## src/rtl/branch_rs_scheduler.sv

```systemverilog
// Reservation station for the branch FU: collapsing queue, CDB wakeup with dispatch bypass,
// oldest-ready select, and a registered issue port.
module branch_rs_scheduler #(
    parameter int XLEN       = 32,
    parameter int ROB_SIZE   = 256,
    parameter int RS_ENTRIES = 8,
    localparam int TAG_W     = $clog2(ROB_SIZE),
    localparam int CNT_W     = $clog2(RS_ENTRIES) + 1
) (
    input  logic             clk,
    input  logic             rst,
    input  logic             flush,
    // Handshake: an op is taken on a rising edge when disp_valid && disp_ready && !flush.
    // disp_ready is a function of the registered count only; issue_valid is a one-cycle
    // strobe because the branch FU accepts an op every cycle.
    input  logic             disp_valid,
    output logic             disp_ready,
    input  logic [4:0]       disp_opcode,
    input  logic [2:0]       disp_branch_type,
    input  logic [XLEN-1:0]  disp_pc,
    input  logic [XLEN-1:0]  disp_offset,
    input  logic [TAG_W-1:0] disp_rob_entry,
    input  logic             disp_rs1_rdy,
    input  logic [XLEN-1:0]  disp_rs1_val,
    input  logic [TAG_W-1:0] disp_rs1_tag,
    input  logic             disp_rs2_rdy,
    input  logic [XLEN-1:0]  disp_rs2_val,
    input  logic [TAG_W-1:0] disp_rs2_tag,
    input  logic             cdb_valid,
    input  logic [TAG_W-1:0] cdb_tag,
    input  logic [XLEN-1:0]  cdb_value,
    output logic             issue_valid,
    output logic [4:0]       issue_opcode,
    output logic [2:0]       issue_branch_type,
    output logic [XLEN-1:0]  issue_rs1,
    output logic [XLEN-1:0]  issue_rs2,
    output logic [XLEN-1:0]  issue_pc,
    output logic [XLEN-1:0]  issue_offset,
    output logic [TAG_W-1:0] issue_rob_entry,
    output logic [CNT_W-1:0] rs_count
);

    localparam int IDX_W = CNT_W - 1;

    typedef struct packed {
        logic [4:0]       opcode;
        logic [2:0]       btype;
        logic [XLEN-1:0]  pc;
        logic [XLEN-1:0]  offset;
        logic [TAG_W-1:0] rob;
        logic             rs1_rdy;
        logic [XLEN-1:0]  rs1_val;
        logic [TAG_W-1:0] rs1_tag;
        logic             rs2_rdy;
        logic [XLEN-1:0]  rs2_val;
        logic [TAG_W-1:0] rs2_tag;
    } entry_t;

    entry_t           ent_q [RS_ENTRIES];
    entry_t           ent_d [RS_ENTRIES];
    entry_t           disp_ent;
    logic [CNT_W-1:0] count_q, count_d;
    logic [CNT_W-1:0] wr_idx;
    logic [IDX_W-1:0] sel_idx;
    logic             sel_found;
    logic             do_accept, do_issue;

    logic             issue_valid_q;
    logic [4:0]       issue_opcode_q;
    logic [2:0]       issue_btype_q;
    logic [XLEN-1:0]  issue_rs1_q, issue_rs2_q, issue_pc_q, issue_offset_q;
    logic [TAG_W-1:0] issue_rob_q;

    function automatic entry_t wake(input entry_t e, input logic v,
                                    input logic [TAG_W-1:0] t, input logic [XLEN-1:0] val);
        entry_t r;
        r = e;
        if (v && !e.rs1_rdy && (e.rs1_tag == t)) begin
            r.rs1_rdy = 1'b1;
            r.rs1_val = val;
        end
        if (v && !e.rs2_rdy && (e.rs2_tag == t)) begin
            r.rs2_rdy = 1'b1;
            r.rs2_val = val;
        end
        return r;
    endfunction

    assign disp_ready = (count_q < CNT_W'(RS_ENTRIES));
    assign do_accept  = disp_valid && disp_ready && !flush;
    assign do_issue   = sel_found && !flush;
    assign wr_idx     = do_issue ? (count_q - CNT_W'(1)) : count_q;

    always_comb begin
        disp_ent.opcode  = disp_opcode;
        disp_ent.btype   = disp_branch_type;
        disp_ent.pc      = disp_pc;
        disp_ent.offset  = disp_offset;
        disp_ent.rob     = disp_rob_entry;
        disp_ent.rs1_rdy = disp_rs1_rdy;
        disp_ent.rs1_val = disp_rs1_val;
        disp_ent.rs1_tag = disp_rs1_tag;
        disp_ent.rs2_rdy = disp_rs2_rdy;
        disp_ent.rs2_val = disp_rs2_val;
        disp_ent.rs2_tag = disp_rs2_tag;
    end

    // Downward scan so the lowest (oldest) ready slot wins.
    always_comb begin
        sel_found = 1'b0;
        sel_idx   = '0;
        for (int i = RS_ENTRIES - 1; i >= 0; i--) begin
            if ((CNT_W'(i) < count_q) && ent_q[i].rs1_rdy && ent_q[i].rs2_rdy) begin
                sel_found = 1'b1;
                sel_idx   = IDX_W'(i);
            end
        end
    end

    // Collapse first, then wake at the new positions, then write the dispatched op.
    always_comb begin
        for (int i = 0; i < RS_ENTRIES; i++) begin
            ent_d[i] = ent_q[i];
        end
        if (do_issue) begin
            for (int i = 0; i < RS_ENTRIES - 1; i++) begin
                if (IDX_W'(i) >= sel_idx) begin
                    ent_d[i] = ent_q[i+1];
                end
            end
        end
        for (int i = 0; i < RS_ENTRIES; i++) begin
            ent_d[i] = wake(ent_d[i], cdb_valid, cdb_tag, cdb_value);
        end
        if (do_accept) begin
            ent_d[wr_idx[IDX_W-1:0]] = wake(disp_ent, cdb_valid, cdb_tag, cdb_value);
        end
    end

    always_comb begin
        if (flush) begin
            count_d = '0;
        end else begin
            count_d = count_q + CNT_W'(do_accept) - CNT_W'(do_issue);
        end
    end

    always_ff @(posedge clk or negedge rst) begin
        if (!rst) begin
            count_q <= '0;
            for (int i = 0; i < RS_ENTRIES; i++) begin
                ent_q[i] <= '0;
            end
        end else begin
            count_q <= count_d;
            for (int i = 0; i < RS_ENTRIES; i++) begin
                ent_q[i] <= ent_d[i];
            end
        end
    end

    // Issue data holds its last value when nothing is selected.
    always_ff @(posedge clk or negedge rst) begin
        if (!rst) begin
            issue_valid_q  <= 1'b0;
            issue_opcode_q <= '0;
            issue_btype_q  <= '0;
            issue_rs1_q    <= '0;
            issue_rs2_q    <= '0;
            issue_pc_q     <= '0;
            issue_offset_q <= '0;
            issue_rob_q    <= '0;
        end else begin
            issue_valid_q <= do_issue;
            if (do_issue) begin
                issue_opcode_q <= ent_q[sel_idx].opcode;
                issue_btype_q  <= ent_q[sel_idx].btype;
                issue_rs1_q    <= ent_q[sel_idx].rs1_val;
                issue_rs2_q    <= ent_q[sel_idx].rs2_val;
                issue_pc_q     <= ent_q[sel_idx].pc;
                issue_offset_q <= ent_q[sel_idx].offset;
                issue_rob_q    <= ent_q[sel_idx].rob;
            end
        end
    end

    assign issue_valid       = issue_valid_q;
    assign issue_opcode      = issue_opcode_q;
    assign issue_branch_type = issue_btype_q;
    assign issue_rs1         = issue_rs1_q;
    assign issue_rs2         = issue_rs2_q;
    assign issue_pc          = issue_pc_q;
    assign issue_offset      = issue_offset_q;
    assign issue_rob_entry   = issue_rob_q;
    assign rs_count          = count_q;

endmodule

```

## config.mk

```make
export PLATFORM = sky130hd
export DESIGN_NAME = branch_rs_scheduler
export DESIGN_NICKNAME = d
export VERILOG_FILES = /design/src/rtl/branch_rs_scheduler.sv
export SDC_FILE = /design/constraint.sdc
export NUM_CORES = 2
export LEC_CHECK = 0
export CAP_MARGIN = 15
export CORE_MARGIN = 1.5
export CORE_UTILIZATION = 35
export CTS_BUF_LIST = sky130_fd_sc_hd__clkbuf_4 sky130_fd_sc_hd__clkbuf_8
export DETAILED_ROUTE_END_ITERATION = 7
export HOLD_SLACK_MARGIN = 0.06
export SYNTH_ARGS = -nofsm -noshare
export SYNTH_HDL_FRONTEND = slang
export SYNTH_SLANG_ARGS = --single-unit
```

## constraint.sdc

```tcl
create_clock -name clk -period 7.3 [get_ports clk]
set_input_delay 0.73 -clock clk [delete_from_list [all_inputs] [get_ports clk]]
set_output_delay 0.73 -clock clk [all_outputs]
set_load 0.01 [all_outputs]
```

After elaboration in Yosys (flattened, before gate mapping)
Index checks and enable logic that the tools add are counted.
Storage, ports and cells
  register bits: 1445
  input port bits: 207
  output and inout port bits: 150
Operators by class
  add/subtract/negate cells: 3
  equal/unequal tests: 18
  multiplexer cells: 53
  $lt $le $gt $ge: 19
  bitwise operators: 2
  reductions and logical operators: 75
Operators with widths (count)
  $mux 162: 10
  $bwmux 1296: 1
  $mux 1296: 1
  $mux 1134: 1
  $mux 33: 20
  $bmux 162 s3: 1
  $demux 162 s3: 1
  $eq 8x8->1: 18
  $logic_and 1x1->1: 56
  $mux 3: 9
  $logic_not 1->1: 19
  $lt 3x4->1 const A: 4
  $ge 3x3->1 const A: 3
  $ge 4x4->1 const B: 2
  $lt 1x4->1 const A: 2
  $lt 2x4->1 const A: 2
  $mux 1: 8
  $not 3->4: 2
  $ge 1x3->1 const A: 2
  $ge 2x3->1 const A: 2
  $add 4x1->4: 1
  $lt 4x1->1 const B: 1
  $lt 4x4->1 const B: 1
  $mux 4: 1
  other kinds (2): 2

Longest topological paths before layout
  word-level depth: 20
  depth in mapped cells: 15

Worst setup path after synthesis
OpenSTA, ideal clock, no wires.
  path type: register -> register
  start point: reg count_q[2] (netlist: rs_count[2])
  end point: reg ent_q[496] (netlist name)
  path slack: 3681 ps
  cell stages (with the launch flop): 14
  library setup time: 123 ps
  required time: 7177 ps
  data arrival time: 3496 ps
  period minus slack after synthesis: 3619 ps
  cells stage by stage: dfrtp_1 inv_1 ha_1 and3b_1 a31oi_4 nand2_1 buf_2 o31ai_4 mux2_2 a221oi_2 nand3_1 mux2_2 buf_2 o221a_2
RTL lines
  start, declared: RTL line 62  | logic [CNT_W-1:0] count_q, count_d;
  start signal, assigned: RTL line 155  | count_q <= count_d;
  end signal, assigned by index: RTL line 157  | ent_q[i] <= ent_d[i];
  end, declared: RTL line 59  | entry_t ent_q [RS_ENTRIES];

==> results by group <==
Outcome
  • Run status: finished, violations left
  • Failing checks: max-slew violations

Global route
  • Met3 Track Usage GR: 0.0743
  • First-pass GRT wire length: 489,000 um
  • Busiest grt layer: met2
  • Met2 Use GR: 0.432
  • GRT overflow: 0
  • Met1 usage: 0.370
  • Vias in the first global route: 72.2k
  • Initial antenna violation count: 53
  • Tot GR Track Use: 0.283
  • Largest net degree at the start of global routing: 197

Clock network
  • Root Driver: clkbuf_8
  • CTS tree: yes
  • Max Buffers Root-to-Sink: 4
  • Worst-Skew Late Latency: 1.06 ns
  • Clock slew at reported path FFs: 0.06 ns
  • H-tree Lvls: 5
  • CTS Sinks: 1,445
  • Total CTS buffers: 277

Timing
  • Final Skew: 0.0752 ns
  • Final Critical Period: 5.65 ns
  • Final Setup Violations: 0
  • WHS: 0.295 ns
  • Period utilization: 0.774
  • Final setup TNS: 0 ns
  • Fmax: 177 MHz
  • Slew headroom: -0.168
  • Post-route setup slack: 1.65 ns
  • Fin. Hold Viols: 0
  • Fin. max-slew vios: 96
  • RSZ-0062 raised after global routing: no
  • Worst-Margin Slew: 1.75 ns

Synthesis
  • Synthesis-stage register bit count: 1,445
  • Syn_nets: 9,633
  • Post-synth EDFFs: 0
  • Ys flop type: dfrtp_1
  • Synth Area per Inst: 8.36 sq um
  • Gate count of the mapped netlist: 9,416
  • Mapped Area: 78,700 sq um
  • Yosys warns: 0
  • Distinct cells, synth: 81
  • Sequential-to-total area share from yosys stat: 0.459
  • Post-synth ARST share: 1.00

Cells and area
  • Area grow syn2layout: 14.5%
  • Commonest cells after routing, fill and taps aside: nand2_1, dfrtp_1, nor2_1
  • Commonest non-fill, non-tap cell in the layout: nand2_1
  • Final-stage net count: 9,488
  • Layout cell share with drive strength beyond 1: 0.0990
  • Final Cell Area: 90,100 sq um
  • Non-filler cells, final: 12.4k

Die
  • IO Pins: 357
  • Chip Height: 477 um
  • Row cnt: 173
  • DIE AREA: 228,000 sq um
  • Initial Util: 0.353
  • Core Box Area: 223,000 sq um
  • Die width: 477 um

Drt
  • Initial drt markers: 8,631
  • Post-Route WL: 333,000 um
  • Drt first pass iters: 6
  • DR WL/cell: 26.7 um
  • Via Count: 74.9k
  • Via-to-Cell Ratio: 6.02
  • Routed Antenna Nets: 0
  • Drc violations: 0

Placement
  • Cell count after placement: 12.0k
  • Port-buffer cells: 356
  • RePlAce Congestion: 0.912
  • Area after DPL: 84,500 sq um
  • Place WS: 1.82 ns
  • DP Wirelength: 184,000 um

Critical path
  • Critical path's slowest cell: buf_4
  • CP startpoint kind: register
  • Worst stage delay on the critical path: 0.85 ns
  • Cells on worst reg2reg path: 12
  • Worst-path cell chain: inv_1, ha_1, nor2b_1, nand3_1, o311ai_2, o21ai_0, nand2_4, buf_4, buf_4, mux2i_1, o2bb2ai_1, a21oi_1
  • Most used cell, CP: buf_4
  • Crit path max-delay family: buffers and inverters
  • Crit path DAT: 6.55 ns
  • Worst path depth: 12
  • CP bufs+invs: 3
  • Critical path endpoint category: register
  • Critical path peak fanout: 51
  • Kind of critical path: reg2reg
  • Worst Path Required: 8.20 ns

Power and ir drop
  • Pwr dens: 487 nW/um^2
  • Leakage Power: 38.9 nW
  • VDD IR max: 0.454 mV

Hold path
  • Hold Path Class: in2async

Flow run
  • Maxcap violations: 0
-- worst register-to-register path: stages, from the launching register on --
cell and delay, ns:
dfrtp_1 0.47, inv_1 0.15, ha_1 0.33, nor2b_1 0.18, nand3_1 0.23, o311ai_2 0.77, o21ai_0 0.50, nand2_4 0.53
buf_4 0.83, buf_4 0.85, mux2i_1 0.49, o2bb2ai_1 0.15, a21oi_1 0.06
-- cell usage after synthesis, types with 11 or more instances --
| cell type | number | area share |
|---|---|---|
| nor4_1 | 11 | 0.00087 |
| xnor2_1 | 88 | 0.0098 |
| nand2_1 | 2295 | 0.11 |
| a221o_1 | 48 | 0.0061 |
| a32oi_1 | 24 | 0.0027 |
| xor2_1 | 30 | 0.0033 |
| nor2_1 | 1104 | 0.053 |
| o221a_2 | 89 | 0.013 |
| a31oi_1 | 637 | 0.051 |
| nand2b_1 | 23 | 0.0018 |
| dfrtp_1 | 1445 | 0.46 |
| buf_1 | 167 | 0.0080 |
| o2111ai_1 | 11 | 0.0012 |
| o21ai_0 | 389 | 0.025 |
| o2bb2ai_1 | 96 | 0.011 |
| o22ai_1 | 164 | 0.013 |
| mux2_2 | 139 | 0.020 |
| a221oi_1 | 67 | 0.0075 |
| mux2i_1 | 612 | 0.078 |
| clkbuf_1 | 724 | 0.035 |
| and3_1 | 84 | 0.0067 |
| inv_1 | 55 | 0.0026 |
| a2bb2oi_1 | 33 | 0.0037 |
| nand3_1 | 295 | 0.019 |
| a211oi_1 | 37 | 0.0035 |
| nor3_1 | 24 | 0.0015 |
| buf_2 | 56 | 0.0036 |
| o21a_1 | 102 | 0.0097 |
| a21oi_1 | 426 | 0.027 |
-- per-stage QoR --
step / power (mW) / util
4_1_cts: 43.4 / 0.404
6_report: 43.9 / 0.404
3_3_place_gp: 34.4 / 0.379
3_5_place_dp: 35.0 / 0.379
2_1_floorplan: 27.3 / -
5_1_grt: 46.2 / 0.404
-- metal layers --
metal / part of all wire / up-vias
met5: 0.00073 / -
met4: 0.051 / 42
met3: 0.11 / 1054
met2: 0.44 / 4619
met1: 0.40 / 36800
li1: - / 32400
-- registers in the layout, indices dropped and copies added (netlist names), named ones only --
signal,cells
issue_valid,1
rs_count,4
issue_branch_type,3
ent_q,1200
issue_pc,32
issue_rs2,32
issue_rs1,32
issue_offset,32
issue_rob_entry,8
issue_opcode,5
-- final cells by class --
type	instances	area [sq um]
multi-input combinational	6964	39200
fill	22200	133000
inverter	59	221
sequential	1445	36200
clock inverter	28	234
timing repair buffer	524	5200
antenna	27	67.6
clock buffer	423	5290
tap	2975	3720
-- logic make-up after synthesis --
kind of cell	share of synthesized area
AO/OA/AOI/OAI	0.182
XOR/XNOR	0.0133
adder cells (fa/ha/maj)	0.00169
buffers and inverters	0.0490
flip-flops	0.459
multiplexers	0.0977
AND/OR/NAND/NOR	0.197
-- what timing repair did --
| item | in CTS | in global routing |
|---|---|---|
| hold endpoints to repair | 134 | 0 |
| resized for setup | 0 | 0 |
| endpoints found under the setup margin | 0 | 0 |
| hold buffers | 2 | 0 |
| setup buffers | 0 | 0 |
-- report_power, final --
| group | internal [mW] | leakage [nW] | total, mW | switching, mW |
|---|---|---|---|---|
| clock network | 4.69 | 2.94 | 8.37 | 3.68 |
| logic | 8.00 | 17.6 | 21.3 | 13.3 |
| registers | 11.4 | 18.3 | 14.2 | 2.71 |
| total | 24.1 | 38.9 | 43.9 | 19.7 |
-- path summary, 6_finish.rpt --
| kind | to | from | slack (ns) |
|---|---|---|---|
| min in group clk | ent_q[624] | disp_pc[16] | 0.43 |
| hold / removal | ent_q[998] | rst | 0.30 |
| max in group asynchronous | issue_pc[19] | rst | 4.81 |
| setup reg to reg | ent_q[871] | rs_count[2] | 1.65 |
| hold reg to reg | issue_pc[20] | issue_pc[20] | 0.48 |
| setup / recovery | ent_q[871] | rs_count[2] | 1.65 |
No activity file was read; power rests on OpenSTA's default activity.
